$ cat config.mk
export PLATFORM = sky130hd
export DESIGN_NAME = fifo_write_arbiter
export DESIGN_NICKNAME = d
export VERILOG_FILES = /design/src/rtl/fifo_write_arbiter.sv
export SDC_FILE = /design/constraint.sdc
export NUM_CORES = 1
export LEC_CHECK = 0
export ABC_CLOCK_PERIOD_IN_PS = 4350
export CAP_MARGIN = 20
export CORE_MARGIN = 3
export CORE_UTILIZATION = 44
export DETAILED_ROUTE_END_ITERATION = 6
export PLACE_DENSITY_LB_ADDON = 0.08
export SLEW_MARGIN = 10
export SYNTH_ARGS = -nofsm -noshare
export SYNTH_HDL_FRONTEND = slang
export SYNTH_SLANG_ARGS = --single-unit
$ cat constraint.sdc
create_clock -name clk -period 4.35 [get_ports clk]
set_input_delay 0.87 -clock clk [delete_from_list [all_inputs] [get_ports clk]]
set_output_delay 0.87 -clock clk [all_outputs]
set_load 0.1 [all_outputs]
$ cat src/rtl/fifo_write_arbiter.sv
// rtl/fifo_write_arbiter.sv - two-producer FIFO write arbiter with read issue and occupancy tracking
// Defining FIFO_ARB_STATS_EN adds saturating per-producer grant counters gnt_cnt0/gnt_cnt1.

module fifo_write_arbiter #(
    parameter int DATA_W = 8,
    parameter int DEPTH  = 16,
    parameter int CNT_W  = 5
) (
    input  logic              clk,
    input  logic              reset,
    input  logic              req0,
    input  logic              req1,
    input  logic [DATA_W-1:0] data0,
    input  logic [DATA_W-1:0] data1,
    output logic              gnt0,
    output logic              gnt1,
    input  logic              rd_req,
    output logic              rd_ack,
    output logic [DATA_W-1:0] fifo_data_in,
    output logic              fifo_en_write,
    output logic              fifo_en_read,
    input  logic              fifo_overflow,
    input  logic              fifo_underflow,
    output logic [CNT_W-1:0]  count,
    output logic              full,
    output logic              empty,
    output logic              err
`ifdef FIFO_ARB_STATS_EN
    ,
    output logic [15:0]       gnt_cnt0,
    output logic [15:0]       gnt_cnt1
`endif
);

    localparam logic [CNT_W-1:0] L_DEPTH = CNT_W'(DEPTH);

    logic              r_gnt0;
    logic              r_gnt1;
    logic              r_wr;
    logic              r_rd;
    logic [DATA_W-1:0] r_data;
    logic [CNT_W-1:0]  r_count;
    logic              r_err;
    logic              r_last;

    logic              w_full;
    logic              w_empty;
    logic              w_rd_issue;
    logic              w_wr_issue;
    logic              w_win1;
    logic [CNT_W-1:0]  w_count_nxt;

    assign w_full     = (r_count == L_DEPTH);
    assign w_empty    = (r_count == '0);
    assign w_rd_issue = rd_req && !w_empty;
    // A full FIFO still accepts a write when a read frees a slot in the same cycle.
    assign w_wr_issue = (req0 || req1) && (!w_full || w_rd_issue);
    // On conflict the producer that did not win last time gets the slot.
    assign w_win1     = req1 && (!req0 || !r_last);

    always_comb begin
        w_count_nxt = r_count;
        if (w_wr_issue && !w_rd_issue) begin
            w_count_nxt = r_count + CNT_W'(1);
        end else if (w_rd_issue && !w_wr_issue) begin
            w_count_nxt = r_count - CNT_W'(1);
        end
    end

    always_ff @(posedge clk) begin
        if (reset) begin
            r_gnt0  <= 1'b0;
            r_gnt1  <= 1'b0;
            r_wr    <= 1'b0;
            r_rd    <= 1'b0;
            r_data  <= '0;
            r_count <= '0;
            r_err   <= 1'b0;
            r_last  <= 1'b1;
        end else begin
            r_gnt0  <= w_wr_issue && !w_win1;
            r_gnt1  <= w_wr_issue && w_win1;
            r_wr    <= w_wr_issue;
            r_rd    <= w_rd_issue;
            r_count <= w_count_nxt;
            if (w_wr_issue) begin
                r_data <= w_win1 ? data1 : data0;
                r_last <= w_win1;
            end
            if (fifo_overflow || fifo_underflow) begin
                r_err <= 1'b1;
            end
        end
    end

    assign gnt0          = r_gnt0;
    assign gnt1          = r_gnt1;
    assign fifo_en_write = r_wr;
    assign fifo_en_read  = r_rd;
    assign rd_ack        = r_rd;
    assign fifo_data_in  = r_data;
    assign count         = r_count;
    assign full          = w_full;
    assign empty         = w_empty;
    assign err           = r_err;

`ifdef FIFO_ARB_STATS_EN
    logic [15:0] r_gnt_cnt0;
    logic [15:0] r_gnt_cnt1;

    always_ff @(posedge clk) begin
        if (reset) begin
            r_gnt_cnt0 <= '0;
            r_gnt_cnt1 <= '0;
        end else begin
            if (w_wr_issue && !w_win1 && r_gnt_cnt0 != 16'hFFFF) begin
                r_gnt_cnt0 <= r_gnt_cnt0 + 16'd1;
            end
            if (w_wr_issue && w_win1 && r_gnt_cnt1 != 16'hFFFF) begin
                r_gnt_cnt1 <= r_gnt_cnt1 + 16'd1;
            end
        end
    end

    assign gnt_cnt0 = r_gnt_cnt0;
    assign gnt_cnt1 = r_gnt_cnt1;
`endif

endmodule

==> impl_results.md <==
- Status: finished clean
- Largest family of logic cells by synthesized area: simple AND/OR/NAND/NOR gates
- Clk_lat worst skew: 0.30 ns
- Slew of the pin with the lowest slew margin: 1.033 ns
- Clock power frac: 8.6%
- Num rows: 16
- Post-synthesis mux area share: 10.18%
- Synth Area in Adders: 7.035%
- Die Ht: 53.58 um
- Post-synthesis xor/xnor area fraction: 1.759%
- Flop pwr share: 24.8%
- CP startpoint kind: flop
- Global placement routability congestion: 0.7498
- Post-DP HPWL: 1733 um
- FF-to-FF Start: count[0]$_SDFFE_PP0P_
- Slew headroom: 31.02%
- ANT cells: 0
- CP max FO: 6
- Number of synthesized flops with an enable pin: 0
- Setup TNS: 0 ns
- RSZ-0062 raised after global routing: false
- NetSw: 0.5891 mW
- Leak: 0.5661 nW
- Die Footprint: 0.002870 mm2
- Worst endpoint required time: 3.48 ns
- Post-route cell area: 0.001445 mm2
- First-pass GRT wire length: 3726 um
- P&R area growth vs syn: 45.10%
- Most used routing layer: met2
- Critical Path AT: 2.52 ns
- Final worst slack: 0.9586 ns
- Nets: 168
- Core footprint: 0.002042 mm2
- Setup crit start: count[0]$_SDFFE_PP0P_
- Yosys warns: 0
- Setup crit end: empty
- Reg clk slew, reported paths: 0.10 ns
- Via density: 5.133
- Most frequent cells in the layout: 43 x clkdlybuf4s50_1, 19 x dfxtp_1, 18 x nor2_1, 9 x mux2i_1, 8 x a211oi_2
- Syn nets: 127
- H-tree levels: 1
- Cell variety after synth: 38
- GR Util met1: 20.54%
- Min Tclk post-route: 3.391 ns
- Hold crit path type: flop to flop
- Logic pwr share: 66.5%
- Slew Limit Fails: 0
- R2r endpoint: count[4]$_SDFFE_PP0P_
- Clock Tree Buf Depth: 2
- Main synth FF type: dfxtp_1
- Setup Fix Bufs, Post-CTS: 0
- Met2 usage: 30.41%
- Reg2reg setup slack: 1.50 ns
- Post-DP Area: 0.001419 mm2
- DR pass1 iterations: 4
- Crit path kind: flop to output pin
- Mean cell area of the mapped netlist: 10.06 um2
- Peak supply drop: 0.5160 mV
- Num CTS Buffers: 3
- Commonest non-fill, non-tap cell in the layout: clkdlybuf4s50_1
- Int Pwr: 0.4554 mW
- # port buffers: 43
- Switch share: 56.40%
- Drc violations: 0
- Ratio of cells with drive above 1 in the final layout: 12.95%
- Post-Syn Instances: 99
- Setup Viol. Count Final: 0
- GRT Util Overall: 18.28%
- Dpl ws: 0.6756 ns
- Seq/Total Area, Yosys: 38.19%
- Hold WS: 0.4976 ns
- Mapped Area: 996.0 um2
- Worst clock skew: 0.005989 ns
- PwrDens: 722.7 mW/mm2
- Clock sink total: 19
- Critical path endpoint category: output pin
- Via count: 852
- Global route overflow: 0
- Period utilization: 77.96%
- Initial antenna violation count: 0
- Largest net degree at the start of global routing: 23
- Post-synth ARST share: 0%
- M3 GR Usage: 5.263%
- Final Hold Fails: 0
- Routed len/inst: 13.97 um
- CTS resizes: 0
- Simple-gate area share of the yosys netlist: 19.72%
- DRT antenna net count: 0
- Number of global-route vias before repair: 833
- Highest Clock Rate: 294.9 MHz
- I/O pins: 44
- Yosys reg bits: 19
- Drt total wl: 2319 um
- Initial DRC count: 9
- Die span in x: 53.58 um
- CTS tree: built
- Max-cap violation count: 0
- Hold buffers post-CTS: 0
- Area fraction in compound gates after synthesis: 18.22%
- Worst-case reg-to-reg path depth: 9
- Initial core utilization: 48.77%
- Clk root buf: clkbuf_4
[power groups by stage]
stage | sequential [mW] | clock [mW] | combinational (mW)
2_1_floorplan | 0.486 | 0 | 0.327
3_3_place_gp | 0.261 | 0 | 0.680
3_5_place_dp | 0.263 | 0 | 0.694
4_1_cts | 0.259 | 0.0931 | 0.699
5_1_grt | 0.267 | 0.106 | 0.728
6_report | 0.259 | 0.0903 | 0.695
[critical path, cell delays in order, from the launching register on]
cell and delay (ns):
dfxtp_1 0.42, or4_1 0.57, nor2_1 0.10, clkdlybuf4s50_1 1.13
[worst min path at each step]
| stage | startpoint | cells after the start | end |
|---|---|---|---|
| floorplan | r_last$_SDFFE_PP1P_ | 1 | r_last$_SDFFE_PP1P_ |
| global placement | err$_SDFFE_PP0P_ | 2 | err$_SDFFE_PP0P_ |
| detailed placement | err$_SDFFE_PP0P_ | 2 | err$_SDFFE_PP0P_ |
| CTS | err$_SDFFE_PP0P_ | 2 | err$_SDFFE_PP0P_ |
| global route | err$_SDFFE_PP0P_ | 2 | err$_SDFFE_PP0P_ |
| finish | err$_SDFFE_PP0P_ | 2 | err$_SDFFE_PP0P_ |
[sequential cells by signal, indices dropped and copies added (netlist names)]
signal         count
err                1
r_last             1
fifo_en_read       1
gnt1               1
fifo_data_in       8
count              5
fifo_en_write      1
gnt0               1
[cell type report]
class / count / area (um2)
repair buffers: 43 / 430.4
inverters: 2 / 7.507
well taps: 27 / 33.78
fillers: 175 / 596.8
multi-input cells: 71 / 566.8
flip-flops and latches: 19 / 380.4
clock buffers: 4 / 26.28
[metrics by stage]
step / power [mW] / util (%) / instances
2_1_floorplan: 0.8124 / - / 99
3_3_place_gp: 0.9407 / 69.49 / 162
3_5_place_dp: 0.9570 / 69.49 / 162
4_1_cts: 1.051 / 70.77 / 166
5_1_grt: 1.102 / 70.77 / 166
6_report: 1.044 / 70.77 / 166
[synthesized netlist by cell type (2+ instances only)]
master	n	area (um2)
nand3_1	2	10.01
nor2b_1	2	12.51
buf_2	2	10.01
nor3_1	2	10.01
nor2_1	18	67.56
ha_1	4	50.05
dfxtp_1	19	380.4
nand2_1	2	7.510
a211oi_2	8	100.1
a21oi_1	3	15.01
mux2i_1	9	90.09
inv_1	2	7.510
[per-layer routing]
layer / vias up / share of wire, %
met1: 394 / 41
met3: 4 / 5.3
met5: - / 0
met2: 22 / 52
li1: 432 / -
met4: 0 / 1.6
[cell families (layout without fill, tap and decap cells)]
logic type      Yosys count  count (layout)
fa+ha+maj                 5               5
simple gates             36              36
flops                    19              19
xor+xnor                  2               2
buf+inv                   9              49
mux                      10              10
compound gates           18              18
(Power assumes the default switching activity.)
